--- src/rtl/piso_serializer.sv ---
// piso_serializer: parallel-in serial-out shifter with load handshake and back-to-back words
module piso_serializer #(
    parameter int WIDTH     = 8,
    parameter bit MSB_FIRST = 1'b1
) (
    input  logic             clk,
    input  logic             rst,
    input  logic [WIDTH-1:0] din,
    input  logic             load,
    output logic             ready,
    output logic             q,
    output logic             q_valid,
    output logic             done
);
    localparam int CW = (WIDTH > 2) ? $clog2(WIDTH) : 1;
    localparam logic [CW-1:0] LAST = CW'(WIDTH - 1);

    typedef enum logic {IDLE, SHIFT} state_t;

    state_t           state_q, state_d;
    logic [WIDTH-1:0] sreg_q, sreg_d, shifted;
    logic [CW-1:0]    cnt_q, cnt_d;
    logic             shifting, last, accept;

    always_comb begin
        shifting = state_q == SHIFT;
        last     = shifting && cnt_q == LAST;
        ready    = !shifting || last;
        accept   = load && ready;
        shifted  = MSB_FIRST ? {sreg_q[WIDTH-2:0], 1'b0} : {1'b0, sreg_q[WIDTH-1:1]};
        state_d  = accept ? SHIFT : (last ? IDLE : state_q);
        sreg_d   = accept ? din : (shifting ? shifted : sreg_q);
        cnt_d    = (accept || last) ? '0 : (shifting ? cnt_q + 1'b1 : cnt_q);
    end

    always_ff @(posedge clk) begin
        if (rst) begin
            state_q <= IDLE;
            sreg_q  <= '0;
            cnt_q   <= '0;
        end else begin
            state_q <= state_d;
            sreg_q  <= sreg_d;
            cnt_q   <= cnt_d;
        end
    end

    // Outputs are pure decodes of the registered state, so IDLE always shows zeros.
    assign q       = shifting && (MSB_FIRST ? sreg_q[WIDTH-1] : sreg_q[0]);
    assign q_valid = shifting;
    assign done    = last;
endmodule
--- config.mk ---
export PLATFORM = sky130hd
export DESIGN_NAME = piso_serializer
export DESIGN_NICKNAME = d
export VERILOG_FILES = /design/src/rtl/piso_serializer.sv
export SDC_FILE = /design/constraint.sdc
export NUM_CORES = 1
export LEC_CHECK = 0
export CAP_MARGIN = 20
export CORE_UTILIZATION = 40
export DETAILED_ROUTE_END_ITERATION = 12
export GPL_TIMING_DRIVEN = 0
export HOLD_SLACK_MARGIN = 0.02
export MAX_ROUTING_LAYER = met4
export PLACE_DENSITY_LB_ADDON = 0.15
export SKIP_LAST_GASP = 1
export SYNTH_ARGS = -nofsm -noshare
export SYNTH_HDL_FRONTEND = slang
export SYNTH_SLANG_ARGS = --single-unit
--- constraint.sdc ---
create_clock -name clk -period 3.2 [get_ports clk]
set_input_delay 0.64 -clock clk [delete_from_list [all_inputs] [get_ports clk]]
set_output_delay 0.64 -clock clk [all_outputs]
set_load 0.005 [all_outputs]
After elaboration in Yosys (flattened, before gate mapping)
Index checks and enable logic that the tools add are counted.

Bits in registers: 12. Input bits: 11. Output and inout port bits: 4.

Add/subtract/negate cells: 1. Equality and inequality tests: 1. Multiplexer cells: 4. Reduce and logical (&&, ||, !) cells: 9.

Operators with widths (number): two-way mux 8 bit (2); nonzero test 2 bit (2); adder 3 x 1 -> 3 bit, second input constant (1); == test 3 bit, second input constant (1); logical AND 1 bit (3); logical OR 1 bit (2); two-way mux 1 bit (2); OR reduction 2 bit (1); zero test 1 bit (1).

Longest topological paths before layout
Depth after elaboration: 6. Depth in mapped cells: 6.

Least setup slack after synthesis
No wires, ideal clock.

Path type: register to output. Start: register cnt_q[0]. End: output ready. Data arrival time: 0.991 ns. Setup slack: 1.569 ns. Cell stages (with the launch flop): 5. Path buffers: 0. Cells stage by stage: dfxtp_1 > ha_1 > ha_1 > and2b_4 > inv_4.

Cells in the longest elaborated chain, start to end: 3.

RTL lines: from (decl) (line 22) `logic [CW-1:0] cnt_q, cnt_d;`; from (signal assigned) (line 44) `cnt_q <= cnt_d;`; == test 3 bit (line 27) `last = shifting && cnt_q == LAST;`; logical AND 1 bit (line 27); logical OR 1 bit (line 28) `ready = !shifting || last;`; to (decl) (line 10) `output logic ready,`.

No other way between the ends.

Worst setup path in the final report
Ends and elaborated chain as after synthesis.

==> flow_summary_export.csv <==
group,metric,value,unit
floorplanning,rows,14,
clock_tree,cts_sinks,12,
floorplanning,die_h,42.6,um
placement,port_buffers,14,
sta,max_slew_margin,0.631,
finish,final_cells,96,
setup_path,criticalPathCategory,"register to output port",
placement,placed_area,820,sq um
setup_path,crit_path_frequent_cell,"ha_1",
clock_tree,cts_hold_buf,0,
clock_tree,cts_resized,0,
setup_path,crit_slowest_cell,"clkdlybuf4s50_1",
setup_path,startpoint_type,"register",
drt,num_vias,509,
global_route,grt_pass1_vias,489,
floorplanning,dieWidth,42.6,um
clock_tree,clockBufferDepth,2,
sta,fmax,412,MHz
finish,layout_commonest_cell,"clkdlybuf4s50_1",
sta,hold_viol,0,
job,cap_violations,0,
drt,drt-initial-drc-count,6,
placement,place_inst,93,
min_path,min-delay-start,"cnt_q[1]",
drt,wl,1220,um
sta,grt_setup_unrepaired,"no",
floorplanning,core,0.00152,sq mm
synth,avgSynthCellArea,10.5,sq um
power,power.density,399,mW/mm^2
drt,via_per_inst,5.30,
finish,diodes,0,
global_route,overflow,0,
power,peakVddDrop,0.000202,V
global_route,grt_pass1_wl,2210,um
sta,setup_ws,776,ps
placement,globalplace.congestion,0.784,
drt,drcViolationCount,0,
setup_path,cp_cell_sequence,"ha_1, ha_1, and2b_4, inv_4, clkdlybuf4s50_1",
floorplanning,io_pins,15,
min_path,hp-class,"register to register",
finish,layout.nets,95,
power,p_leak,0.000303,uW
global_route,grt_antenna_before_repair,0,
setup_path,worstReg2RegStart,"cnt_q[0]",
global_route,grt_max_degree,11,
sta,setup_viol,0,
placement,dp_hpwl,864,um
setup_path,cp-end-kind,"output port",
drt,wl_per_cell,12.7,um
sta,worst_pin_slew,553,ps
floorplanning,die-area,0.00181,sq mm
sta,fin_tns_setup,0,ps
setup_path,startpoint,"cnt_q[0]",
finish,final_cell_mix,"clkdlybuf4s50_1, nor2_1, dfxtp_1",
clock_tree,post_cts_buffers,0,
sta,finalCritPeriodShare,0.758,
setup_path,crit_family,"buffers and inverters",
synth,synth_cells,63,
clock_tree,clkLatencyLatePin,270,ps
placement,place_ws,1060,ps
clock_tree,clk_pin_slew_worst_paths,70,ps
setup_path,path_buf_inv,2,
sta,drv_slew,0,
finish,drive_gt1_frac,0.300,
clock_tree,h-tree-depth,1,
status,outcome,"completed",
clock_tree,numCtsBuffers,3,
clock_tree,cts_tree,"built",
synth,synthesis.nets,76,
sta,min_period,2420,ps
finish,fin_area,842,sq um
synth,yosysWarningCount,0,
sta,finalClockSkew,3.85,ps
setup_path,slowest_delay,510,ps
synth,syn_area,659,sq um
drt,antenna_left,0,
setup_path,required,2560,ps
drt,drt-pass1-iter-count,4,
synth,seq_area_frac_synth,0.364,
finish,area_delta_synth_final,27.7,%
global_route,grtUsageTotal,0.169,
setup_path,cp.arrival,1780,ps
setup_path,cp_max_fo,9,
synth,ys_ff_latch,12,
floorplanning,start_util,0.433,
clock_tree,root_buffer,"clkbuf_4",
finish,final_util,0.553,
synth,synth_cell_types,17,
## worst register-to-register path, delay by kind of cell, from the launching register on
| family | cells | cell delay, ps |
|---|---|---|
| adder cells (fa/ha/maj) | 2 | 390 |
| AO/OA/AOI/OAI | 1 | 250 |
| buffers and inverters | 1 | 70 |
| flip-flops | 1 | 330 |
| AND/OR/NAND/NOR | 2 | 350 |
## area by class of cell
class | count | area [sq um]
Timing Repair Buffer | 14 | 140
Buffer | 5 | 42.5
Inverter | 1 | 6.26
Fill cell | 149 | 682
Clock buffer | 3 | 22.5
Tap cell | 16 | 20.0
Multi-Input combinational cell | 45 | 370
Sequential cell | 12 | 240
## where the power goes
group	switching (uW)	internal, uW
logic	35.6	42.2
clock network	47.7	43.5
registers	7.14	160
total	90.5	246
## cells in the mapped netlist, drive strengths merged
cell	instances	area [sq um]
or2	1	6.26
buf	5	42.5
dfxtp	12	240
inv	1	6.26
and2b	1	10.0
nor2	14	55.1
a211oi	7	87.6
and2	2	12.5
a32oi	1	8.76
a22oi	2	15.0
ha	2	25.0
nor4	7	87.6
nor3b	7	52.6
mux2i	1	10.0
## routing by layer
| layer | vias to the layer above | GRT usage | wire length (um) |
|---|---|---|---|
| li1 | 263 | - | - |
| met1 | 233 | 0.224 | 610 |
| met2 | 11 | 0.240 | 546 |
| met3 | 2 | 0.0345 | 56 |
| met4 | 0 | 0.0938 | 9 |
| met5 | - | - | 0 |
## path summary, 6_finish.rpt
path	end	cells past startpoint	slack (ps)
worst max-delay path	ready	5	780
worst min-delay path	cnt_q[1]	2	510
worst max register to register	sreg_q[6]	6	1680
worst min register to register	cnt_q[1]	2	510
## per-stage QoR
stage | power [uW] | hold WS (ps)
2_1_floorplan | 222 | 470
3_3_place_gp | 249 | 486
3_5_place_dp | 250 | 499
4_1_cts | 340 | 515
5_1_grt | 353 | 538
6_report | 336 | 508
## logic make-up (layout without fill, tap and decap cells)
group	Yosys count	in the layout	synth area share
simple gates	32	32	0.340
compound gates	10	10	0.169
mux	1	1	0.0152
fa+ha+maj	2	2	0.0379
flops	12	12	0.364
buf+inv	6	23	0.0740
## flip-flops by register name (all words and copies together), names as in the netlist
name,cells
cnt_q,3
q_valid,1
sreg_q,8
No activity file was read; power rests on OpenSTA's default activity.
